**src/rtl/reg_scoreboard.sv**
```systemverilog
// Register scoreboard for long-latency ops: tracks pending writes per
// architectural register, stalls decode on RAW/WAW hazards or when the
// outstanding-write budget is exhausted, and flags unmatched writebacks.
module reg_scoreboard #(
  parameter int NREG   = 32,
  parameter int MAXOUT = 4,
  localparam int OW    = $clog2(MAXOUT + 1)
) (
  input  logic            clk,
  input  logic            rstn,
  input  logic            issue_valid,
  input  logic [4:0]      issue_rd,
  input  logic [4:0]      rs1D,
  input  logic [4:0]      rs2D,
  input  logic            use_rs1D,
  input  logic            use_rs2D,
  input  logic            wb_valid,
  input  logic [4:0]      wb_rd,
  output logic            stall,
  output logic [NREG-1:0] busy_vec,
  output logic [OW-1:0]   outstanding,
  output logic            full,
  output logic            err
);

  logic [NREG-1:0] wb_mask;
  logic [NREG-1:0] eff_busy;
  logic [NREG-1:0] busy_nxt;
  logic [OW-1:0]   out_nxt;
  logic            armed;
  logic            wb_clear;
  logic            wb_bad;
  logic            accept;
  logic            issue_tracked;

  assign full = (outstanding == OW'(MAXOUT));

  // Effective busy view: a writeback landing this cycle releases its register
  // immediately so the dependent reader in decode does not lose a cycle.
  always_comb begin
    wb_mask  = '0;
    if (wb_valid) wb_mask = {{(NREG-1){1'b0}}, 1'b1} << wb_rd;
    eff_busy = busy_vec & ~wb_mask;
  end

  // Hazard detection and writeback/issue qualification. The first cycle after
  // reset release is not armed, so anything presented then is dropped.
  always_comb begin
    issue_tracked = issue_valid && (issue_rd != 5'd0);
    wb_clear      = armed && wb_valid && (wb_rd != 5'd0) && busy_vec[wb_rd];
    wb_bad        = armed && wb_valid && (wb_rd != 5'd0) && !busy_vec[wb_rd];
    stall         = (use_rs1D && eff_busy[rs1D])
                 || (use_rs2D && eff_busy[rs2D])
                 || (issue_tracked && eff_busy[issue_rd])
                 || (issue_tracked && full && !wb_clear);
    accept        = armed && issue_tracked && !stall;
  end

  // Next-state: clear first, then set, so a same-register clear+issue keeps
  // the bit busy. Register 0 is never tracked.
  always_comb begin
    busy_nxt = busy_vec;
    if (wb_clear) busy_nxt[wb_rd] = 1'b0;
    if (accept)   busy_nxt[issue_rd] = 1'b1;
    busy_nxt[0] = 1'b0;
    out_nxt = outstanding;
    case ({accept, wb_clear})
      2'b10:   out_nxt = outstanding + OW'(1);
      2'b01:   out_nxt = outstanding - OW'(1);
      default: out_nxt = outstanding;
    endcase
  end

  // State registers; reset clears everything without waiting for a clock.
  always_ff @(posedge clk or negedge rstn) begin
    if (!rstn) begin
      armed       <= 1'b0;
      busy_vec    <= '0;
      outstanding <= '0;
      err         <= 1'b0;
    end else begin
      armed       <= 1'b1;
      busy_vec    <= busy_nxt;
      outstanding <= out_nxt;
      if (wb_bad) err <= 1'b1;
    end
  end

endmodule

```
**config.mk**
```make
export PLATFORM = sky130hd
export DESIGN_NAME = reg_scoreboard
export DESIGN_NICKNAME = d
export VERILOG_FILES = /design/src/rtl/reg_scoreboard.sv
export SDC_FILE = /design/constraint.sdc
export NUM_CORES = 1
export LEC_CHECK = 0
export CAP_MARGIN = 25
export CORE_UTILIZATION = 51
export CTS_BUF_LIST = sky130_fd_sc_hd__clkbuf_4 sky130_fd_sc_hd__clkbuf_8
export DETAILED_ROUTE_END_ITERATION = 8
export PLACE_DENSITY = 0.79
export SYNTH_ARGS = -nofsm -noshare
export SYNTH_HDL_FRONTEND = slang
export SYNTH_SLANG_ARGS = --single-unit
export TNS_END_PERCENT = 30
```
**constraint.sdc**
```tcl
create_clock -name clk -period 3.4 [get_ports clk]
set_input_delay 0.51 -clock clk [delete_from_list [all_inputs] [get_ports clk]]
set_output_delay 0.51 -clock clk [all_outputs]
set_load 0.01 [all_outputs]
```
==> results, run 1 <==
- Counting I/O delays and the setup requirement, the final critical path takes about 3.3 ns.
- From bottom edge to top edge, the die measures 90.2 µm.
- The worst max-slew margin expressed relative to the limit is 0.588.
- The quantity of I/O buffers inserted on ports is 62.
- A synthesized cell averages roughly 8.8 µm².
- The worst setup path is captured at an output pin.
- The mapped netlist covers around 0.0040 mm².
- TritonCTS created 5 clock buffers.
- The most frequently used flop master after synthesis is dfrtp_1.
- Setup repair after global routing could not meet its margin everywhere.
- The HPWL after detailed placement is approximately 13000 µm.
- The number of H-tree levels is 2.
- The via count is 4900.
- After detailed routing, the number of vias per cell comes to roughly 7.0.
- The initial antenna violation count is 0.
- Of the synthesized area, sequential elements account for 0.227.
- The number of top-level pins is 64.
- Static timing analysis puts the maximum clock frequency at roughly 300 MHz.
- The clock sink count is 36.
- The fraction of registers with async set/reset is 1.00.
- The synthesized instance count is around 450.
- The path depth of the worst reg2reg path is 13.
- The number of max-slew violations in the final report is 0.
- In this run the static leakage power is ~0.0023 µW.
- The number of inserted diodes is 0.
- The data required time of the critical path is around 2.9 ns.
- The total iterations of the first detailed-routing run is 5.
- The critical-path maximum fanout is 6.
- The worst setup path is launched from a primary input.
- Dividing the final minimum period by the clock period gives 0.981.
- The start point of the critical path is wb_rd[2].
- The largest net degree at the start of global routing is 37.
- The all-layer global routing usage is 0.428.
- At the later pin of the worst-skew pair, clock insertion delay measures 0.29 ns.
- The number of global-route vias before repair is 4882.
- After detailed routing, the total wire length is ~17000 µm.
- After global routing the overflow that remains totals 0.
- At the end of the flow the core is filled with cells to 0.786.
- Of the cells placed in the final design, the portion with a size suffix greater than 1 is 0.346.
- The growth of design area from synthesis to finish is 46.1%.
- The worst flop-to-flop path startpoint is busy_vec[27].
- Along the worst hold path, the cell count comes to 1.
- The worst hold path begins at outstanding[2].
- The worst hold margin is ~0.50 ns.
- The maximum resistive drop on vdd is around 0.00044 V.
- The net count of the finished layout is 629.
- During synthesis, Yosys emitted a total of 0 warnings.
- The final setup violation count is 0.
- After detailed routing, the number of remaining DRC violations is 0.
- The full die area is between 0.008 and 0.009 mm².
- The min-delay analysis places its worst path in the category flop to flop.
- The library cells used most frequently in the layout, excluding fill and tap cells, are 105 x buf_4, 51 x o21ai_0, 50 x clkdlybuf4s50_1.
- Counting distinct cell types in the post-synthesis netlist gives 80.
- After clock tree synthesis, the clock-pin slew on the worst setup and hold paths is about 0.060 ns.
- At the worst endpoint, the arrival time is around 2.8 ns.
- Yosys mapped a number of flops with a built-in enable equal to 0.
- The final clock skew is roughly 0.011 ns.
- The effective utilization at floorplan is 0.538.
- The master cell of the clock root buffer is clkbuf_8.
- The first global-routing pass estimated between 20000 and 30000 µm of wire.
- The hold violation total from the final report is 0.
- The core region is 0.00737 mm².
- The maximum clock insertion buffer count is 2.
- TritonCTS built the clock tree.
- The tool flagged a number of max-cap violations equal to 0.
- Dividing total power by cell area gives a power density of around 390 mW/mm².
- In the final routed layout, each cell accounts on average for 24.9 µm.
- At the end of routability-driven placement, the weighted congestion stood at 1.01.
- The remaining antenna violation count is 0.
- The floorplan die width is 90.2 µm.
- The flow ran to the end, and the final reports show no timing, DRC or antenna violations.
- The type of the worst setup path is primary input to output pin.
- The most common cell after layout, fill and taps aside is buf_4.
- Synthesis inferred 36 register bits.
- The detailed router finished its first iteration with about 450 violations.
- Row generation in the floorplan step produced 31 rows.
- The slew at the pin closest to its max-slew limit is 0.616 ns.
- The number of nets handed over by synthesis was approximately 480.
-- logic make-up after synthesis --
logic type | count (synthesis) | synth area share
fa+ha+maj | 2 | 0.00820
flops | 36 | 0.227
compound gates | 139 | 0.277
xor+xnor | 7 | 0.0211
other cells | 2 | 0.00189
buf+inv | 55 | 0.0700
mux | 57 | 0.169
simple gates | 153 | 0.226
-- cell type report --
type / count / area [µm²]
fill: 496 / 1580
sequential: 36 / 901
clock buffer: 6 / 76.3
clock inverter: 1 / 5.00
timing repair buffer: 180 / 1560
tap: 99 / 124
multi-input combinational: 360 / 3060
inverter: 18 / 67.6
-- cell usage after synthesis, drive strengths merged, types with 3 or more instances --
cell	count	area share
or3b	3	0.0066
nor2b	8	0.013
xnor2	3	0.010
o311ai	6	0.013
o41ai	14	0.052
o211ai	7	0.015
mux2	10	0.028
nor3	16	0.021
nor2	21	0.020
o21ai	54	0.068
dfrtp	36	0.23
and3	5	0.0079
or3	3	0.0047
buf	25	0.042
or4	3	0.0057
nand2	24	0.025
mux4	7	0.040
nand3	16	0.020
a21oi	3	0.0047
o2111ai	8	0.018
a211oi	8	0.015
or4b	3	0.0076
clkbuf	12	0.011
xor2	4	0.011
nand4	22	0.036
a31oi	4	0.010
nand4b	3	0.0082
nand3b	5	0.0095
a2111oi	5	0.011
a311oi	8	0.018
mux2i	40	0.10
nor3b	4	0.0076
nand2b	5	0.0079
inv	16	0.015
-- state kept, by name (all words and copies together) (netlist names) --
signal       flops
armed            1
busy_vec        31
err              1
outstanding      3
-- power breakdown --
| group | total (µW) | internal, µW | switching [µW] |
|---|---|---|---|
| logic | 1240 | 607 | 636 |
| clock network | 296 | 147 | 149 |
| registers | 710 | 520 | 190 |
| total | 2250 | 1270 | 975 |
-- worst max-delay path, stage by stage --
cell and delay (ns):
dlygate4sd2_1 0.30, or4b_4 0.61, o21ai_2 0.18, buf_4 0.14, o311ai_0 0.15, o211ai_2 0.38, nand2_4 0.08, a21o_1 0.19
dlygate4sd2_1 0.28
-- path summary, 6_finish.rpt --
path                                   to  slack (ns)
setup / recovery                    stall        0.06
hold / removal             outstanding[2]        0.50
min in group asynchronous  outstanding[1]        0.64
hold reg to reg            outstanding[2]        0.50
max in group asynchronous    busy_vec[10]        2.41
setup reg to reg           outstanding[2]        0.22
-- through the flow --
step / total power, µW / worst slack (ns) / setup TNS, ns / cells / instance area [µm²]
after floorplan: 1220 / 0.00400 / 0 / 451 / 4000
after global placement: 1790 / -0.466 / -1.48 / 687 / 5380
after global routing: 2330 / -0.0346 / -0.0346 / 700 / 5790
after detailed placement: 1830 / -0.549 / -1.95 / 687 / 5380
after CTS: 2160 / 0.00167 / 0 / 698 / 5620
final: 2250 / 0.0635 / 0 / 700 / 5790
-- what timing repair did --
item,CTS,global route
gates cloned,0,0
hold buffers,0,0
endpoints found under the setup margin,3,7
resized for setup,45,38
setup buffers,4,2
pin swaps,18,20
endpoints found under the hold margin,0,0
-- metal layers --
metal  vias to the layer above  routed length [µm]  GRT usage
li1                       2083                   -          -
met3                        94                2050     0.0795
met5                         -                   0          0
met4                         0                1080      0.255
met1                      2336                6240      0.528
met2                       387                8060      0.695
(Power assumes the default switching activity.)
==> run 2: changes to the inputs <==
--- a/config.mk
+++ b/config.mk
@@ -6,10 +6,12 @@
 export NUM_CORES = 1
 export LEC_CHECK = 0
 export CAP_MARGIN = 25
-export CORE_UTILIZATION = 51
+export CORE_UTILIZATION = 30
 export CTS_BUF_LIST = sky130_fd_sc_hd__clkbuf_4 sky130_fd_sc_hd__clkbuf_8
 export DETAILED_ROUTE_END_ITERATION = 8
-export PLACE_DENSITY = 0.79
+export HOLD_SLACK_MARGIN = 0.12
+export PLACE_DENSITY = 0.51
+export SLEW_MARGIN = 25
 export SYNTH_ARGS = -nofsm -noshare
 export SYNTH_HDL_FRONTEND = slang
 export SYNTH_SLANG_ARGS = --single-unit
==> results, run 2 (synthesis gave the netlist of run 1 again) <==
- The effective utilization at floorplan is 0.311.
- The setup total negative slack is 0 ns.
- Static timing analysis puts the maximum clock frequency at 305 MHz.
- The dominant delay contributor by cell family on the critical path is buffers and inverters.
- The maximum resistive drop on vdd is between 0.0002 and 0.0003 V.
- The count of maximum capacitance violations is 0.
- The final standard cell count with taps included and fillers excluded is roughly 800.
- The full die area is between 0.01 and 0.015 mm².
- In the final layout, the share of cells above drive strength 1 is 0.367.
- The fraction of the cycle the final worst path needs is 0.964.
- The global-route wire length before repair is 27900 µm.
- The register with the most flip-flops in the layout has 31 of them.
- In the layout the commonest cells are 120 x buf_4, 50 x o21ai_0, 47 x clkdlybuf4s50_1.
- The shortest period the worst path allows is approximately 3.3 ns.
- For the pin with the worst max-slew slack, the measured transition is just under 0.9 ns.
- The critical path is of the primary input to output pin type.
- The worst hold path belongs to the class primary input to asynchronous set/reset pin.
- Port buffering added 62 buffers.
- Measured on the finished design, the core utilization comes to 0.463.
- The routed wire length is about 18000 µm.
- The most common cell after layout, fill and taps aside is buf_4.
- The maximum clock insertion buffer count is 2.
- The kind of start point of the critical path is a primary input.
- The all-layer global routing usage is 0.278.
- The net switching component of the power is around 960 µW.
- The flow ran to the end, and the final reports show no timing, DRC or antenna violations.
- The fraction of power consumed by sequential logic is 0.306.
- The core region is ~0.013 mm².
- In the final layout, the registers with the most flip-flops are busy_vec: 31 flops, outstanding: 3 flops.
- The fraction of power spent switching nets is 0.429.
- The clock tree synthesis step divided the H-tree into 2 levels.
- Routability-driven placement finished with a final weighted congestion of approximately 0.95.
- The internal portion of the total power is 1270 µW.
- The number of max-slew violations in the final report is 0.
- TritonCTS built the clock tree.
- The worst max-slew margin expressed relative to the limit is 0.414.
- The largest net degree at the start of global routing is 37.
- The register name with the most flops is busy_vec.
- Setup violations remaining at the end of the flow were counted as 0.
- The net count reported at finish is ~640.
- The die boundary height is ~120 µm.
- The path depth of the worst reg2reg path is 14.
- For this run the aggregate overflow at the end of global routing stands at 0.
- For this run, the detailed router's first-pass iteration total came to 5.
- Summing over every cut layer, the via total after detailed routing is ~4700.
- The number of buffer and inverter stages on the critical path is 5.
- The share of total power dissipated in the clock network is 0.129.
- The library cell contributing the largest single delay on the critical path is or4_4.
- The number of antenna diodes in the final layout is 0.
- In this run the worst path has a maximum fanout of 5.
- The floorplan row count is just over 40.
- The number of global-route vias before repair came to between 4000 and 5000.
- In this design, the critical path's most frequently occurring cell is buf_6.
- The cell count after placement is about 770.
- The initial antenna violation count came to 0.
- The hold buffer count at cts is 0.
- The average wire length per cell after detail routing is roughly 23 µm.
- CTS saw 36 sinks.
- The worst register-to-register path begins at busy_vec[26].
- The total power density per cell area is 377 mW/mm².
- The remaining antenna violation count is 0.
- 64 I/O pins were placed.
- The clock insertion delay at the later pin of the skew report is roughly 0.3 ns.
- The final routed DRC violation total is 0.
- The floorplan die width is 117 µm.
- The clock-pin slew on the worst setup and hold paths is approximately 0.07 ns.
- The data required time of the critical path is around 2.9 ns.
- Once detailed placement completed, the half-perimeter wirelength came to between 10000 and 15000 µm.
- Of the total power, combinational logic draws 0.565.
- The endpoint identified for the worst register-to-register timing path is outstanding[2].
- The number of buffers created by CTS is 5.
- The overall power of the completed layout is about 2200 µW.
- For this design the static power due to leakage is 0.00239 µW.
- Across the routed clock network, the largest skew measured is 0.00383 ns.
- The growth of design area from synthesis to finish is 49.1%.
- Across all hold checks on the routed design, the worst slack comes to 0.329 ns.
- The master cell of the clock root buffer is clkbuf_8.
- The detailed-route vias per instance is between 6 and 7.
- STA classifies the critical path endpoint as an output pin.
- After the first detailed-routing iteration, the DRC count stood at ~370.
- At the worst endpoint, the arrival time is 2.77 ns.
- The hold violation total from the final report is 0.
- The signal on the critical path passes through clkbuf_2, buf_6, xor2_2, buf_6, or4_4, a221o_1, nor3_2, buf_4, nand2_1, a21o_1, dlygate4sd2_1.
- The largest stage delay on the critical path is ~0.53 ns.
- For flop-to-flop paths, the worst setup slack is 0.22 ns.
-- run 2: cell count changes in the layout (fill, tap and decap cells not counted), moves of 3 or more --
cell,before,now
clkbuf_2,1,5
clkdlybuf4s50_1,50,47
o21ai_1,0,4
dlygate4sd2_1,7,2
buf_4,105,120
o21ai_2,3,0
-- run 2: routing by layer --
metal	share of wire	up-vias	wire [µm]	track usage
li1	-	2103	-	-
met1	0.43	2305	7960	0.358
met2	0.46	244	8410	0.459
met3	0.063	57	1150	0.0407
met4	0.046	0	836	0.132
met5	0	-	0	0
-- run 2: how the worst max path moves through the flow --
| stage | startpoint | endpoint | slack [ns] | depth (start not counted) |
|---|---|---|---|---|
| after floorplan | wb_rd[2] | outstanding[2] | 0.004 | 17 |
| after global placement | wb_rd[3] | outstanding[2] | -0.67 | 16 |
| after detailed placement | wb_rd[3] | outstanding[2] | -0.68 | 16 |
| after CTS | issue_rd[0] | outstanding[2] | -0.0003 | 16 |
| after global routing | rs2D[2] | outstanding[2] | -0.009 | 16 |
| final | rs2D[0] | stall | 0.12 | 11 |
-- run 2: power by group through the flow --
stage	clock network, µW	logic (µW)	registers [µW]
global route	304	1350	691
finish	288	1260	683
detailed placement	0	1190	676
CTS	294	1210	672
global placement	0	1180	678
floorplan	0	545	673
-- run 2: repair_timing --
action,4_1_cts,5_1_grt
resized for setup,35,64
setup buffers,3,2
setup endpoints to repair,3,3
pin swaps,2,18
-- run 2: stage by stage --
stage               setup slack [ns]  area (µm²)
floorplan                    0.00400        4000
global placement              -0.674        5570
finish                         0.122        5920
CTS                        -0.000322        5740
global route                -0.00887        5920
detailed placement            -0.681        5570
-- run 2: layout make-up --
cell class / instances / area [µm²]
Fill cell: 1278 / 6860
Multi-Input combinational cell: 360 / 3030
Timing Repair Buffer: 192 / 1630
Sequential cell: 36 / 901
Tap cell: 172 / 215
Clock buffer: 5 / 68.8
Inverter: 18 / 67.6
==> run 3: changes to the inputs <==
--- a/config.mk
+++ b/config.mk
@@ -6,11 +6,13 @@
 export NUM_CORES = 1
 export LEC_CHECK = 0
 export CAP_MARGIN = 25
+export CELL_PAD_IN_SITES_DETAIL_PLACEMENT = 1
+export CELL_PAD_IN_SITES_GLOBAL_PLACEMENT = 1
 export CORE_UTILIZATION = 30
 export CTS_BUF_LIST = sky130_fd_sc_hd__clkbuf_4 sky130_fd_sc_hd__clkbuf_8
 export DETAILED_ROUTE_END_ITERATION = 8
 export HOLD_SLACK_MARGIN = 0.12
-export PLACE_DENSITY = 0.51
+export PLACE_DENSITY = 0.64
 export SLEW_MARGIN = 25
 export SYNTH_ARGS = -nofsm -noshare
 export SYNTH_HDL_FRONTEND = slang
==> results, run 3 (synthesis gave the netlist of run 1 again) <==
- The growth of design area from synthesis to finish is 52.9%.
- The analysis attributes to cell leakage a power of ~0.0024 µW.
- The worst max-slew margin expressed relative to the limit is 0.396.
- The number of max-slew violations in the final report is 0.
- The hold violation total from the final report came to 0.
- The smallest setup slack after layout is about 0.084 ns.
- In this run the count of I/O pins placed on the die edge is 64.
- The final clock skew is between 0.008 and 0.009 ns.
- The CTS tree is done.
- The number of global-route vias before repair came to around 5000.
- Before CTS, the worst setup slack after placement is -0.826 ns.
- The detailed router's first-iteration violation count is 372.
- The tree is rooted in a clkbuf_8.
- The clock insertion delay at the later pin of the skew report is roughly 0.31 ns.
- The total iterations of the first detailed-routing run is 5.
- The total of fill cells in the finished design is approximately 1500.
- The global-route wire length before repair is slightly below 30000 µm.
- Once detail routing completed, the nets flagged for antenna violations numbered 0.
- The critical path arrival is approximately 3.6 ns.
- Counting the buffers created by CTS gives 5.
- The flip-flop count of the largest register after layout is 31.
- The tightest min-delay check is of the primary input to asynchronous set/reset pin type.
- The average wire length per cell after detail routing is approximately 25 µm.
- Of the total power, registers draw 0.295.
- The type of the worst setup path is primary input to flop.
- In this run the horizontal extent of the chip is 117 µm.
- For this configuration, the core starts out at a cell density of 0.311.
- During placement, the flow inserted port buffers numbering 62.
- The analysis attributes to net switching a power of approximately 1000 µW.
- The clock sink count is 36.
- The data required time of the critical path is about 3.6 ns.
- The maximum resistive drop on vdd is 0.000289 V.
- The final setup violation count is 0.
- The routed wire length is a little under 20000 µm.
- For the finished layout, the period the worst path requires is roughly 3.3 ns.
- Measured along the y axis, the die boundary spans 117 µm.
- Counting flops per register, the top entry is busy_vec.
- The placeable core area is 0.0128 mm².
- Static timing analysis puts the maximum clock frequency at roughly 300 MHz.
- The fraction of power consumed by the clock network is 0.169.
- STA classifies the critical path startpoint as a primary input.
- After clock tree synthesis, the clock-pin slew on the worst setup and hold paths is 0.08 ns.
- Of the available clock period, the critical path in the final layout requires 0.975.
- The fraction of final layout cells with drive strength greater than 1 is 0.375.
- The internal power of the cells is 1370 µW.
- In the routed layout, each cell is associated on average with a via count of around 6.
- Of the total power, combinational logic draws 0.537.
- The area taken by flip-flops and latches is about 900 µm².
- The floorplan row count is between 40 and 50.
- The run finished with clean final reports.
- The routability congestion estimate is 0.956.
- Across the run, the number of max-cap violations was 0.
- In the routed design, unresolved DRC markers number 0.
- The full die area is 0.0137 mm².
- 0 antenna diodes ended up in the layout.
- The global route total overflow is 0.
- The total power density per cell area is 393 mW/mm².
- The overall power of the completed layout is roughly 2400 µW.
- The maximum clock insertion buffer count is 2.
- The HPWL after detailed placement is 15300 µm.
- The worst setup path is captured at a flop.
- The routed layout has 4830 vias.
- In the layout the commonest cells are 122 x buf_4, 50 x o21ai_0, 49 x clkdlybuf4s50_1.
- The clock tree synthesis step divided the H-tree into 2 levels.
- The fraction of power spent switching nets is 0.426.
- The largest registers in the layout are busy_vec: 31 flops, outstanding: 3 flops.
- The worst hold margin is around 0.32 ns.
- The library cell used most frequently in the layout, excluding fill and tap cells, is buf_4.
- The all-layer global routing usage is 0.298.
- The largest net degree at the start of global routing is 37.
- The multi-input gate area in the final layout is slightly above 0.003 mm².
- In this run the worst path has a maximum fanout of 7.
- At the pin with the least slew margin, the transition time is 0.905 ns.
- The initial antenna violation count came to 0.
- In the final design database the tool counted around 650 nets.
run 3: changes by cell type in the layout (fill, tap and decap cells not counted), sizes merged, moves of 2 or more:
cell	previous run	this run
clkinv	1	3
clkdlybuf4s50	47	49
clkdlybuf4s15	0	2
dlymetal6s2s	4	2
run 3: stage by stage:
step	std cells	cell area [µm²]	setup TNS (ns)	util
CTS	788	5910	0	0.463
global route	790	6070	-0.00730	0.475
global placement	775	5590	-10.37	0.438
floorplan	451	4000	0	-
detailed placement	775	5590	-12.04	0.438
finish	790	6070	0	0.475
run 3: final timing paths:
check	end	from	slack, ns	depth (start not counted)
setup / recovery	outstanding[2]	wb_rd[3]	0.08	15
hold / removal	outstanding[0]	rstn	0.32	1
setup reg to reg	outstanding[2]	busy_vec[27]	0.20	13
hold reg to reg	err	err	0.48	1
max in group asynchronous	busy_vec[2]	rstn	2.51	1
min in group clk	err	err	0.48	1
run 3: power by group through the flow:
stage / clock (µW) / sequential, µW / combinational, µW
CTS: 409 / 690 / 1240
floorplan: 0 / 673 / 545
finish: 402 / 702 / 1280
global route: 422 / 707 / 1350
global placement: 0 / 695 / 1160
detailed placement: 0 / 694 / 1180
run 3: metal layers:
layer / global-route usage / up-vias / routed length (µm) / share of wire
met3: 0.0268 / 60 / 1040 / 0.053
met2: 0.503 / 228 / 9340 / 0.48
met5: 0 / - / 0 / 0
li1: - / 2118 / - / -
met4: 0.144 / 0 / 961 / 0.049
met1: 0.384 / 2424 / 8310 / 0.42
run 3: final cells by class:
type | count | area share
sequential | 36 | 0.149
inverter | 18 | 0.0111
clock inverter | 3 | 0.00701
multi-input combinational | 360 | 0.512
tap | 172 | 0.0355
timing repair buffer | 196 | 0.274
clock buffer | 5 | 0.0113
run 3: what timing repair did:
action | CTS | global route
setup endpoints to repair | 14 | 3
gates cloned | 1 | 0
buffers inserted | 5 | 2
hold buffers | 0 | 0
pin swaps | 15 | 22
gates resized for setup | 54 | 41
run 3: critical path: stages:
cell and delay, ns:
clkdlybuf4s15_2 0.26, or3b_2 0.51, o311ai_2 0.39, buf_4 0.17, a311oi_1 0.08, nand3_1 0.14
a2bb2oi_4 0.21, nand4_2 0.14, or2_1 0.27, ha_2 0.18, buf_4 0.12, buf_4 0.12
xor2_1 0.13, nor2_1 0.13, xor2_1 0.17
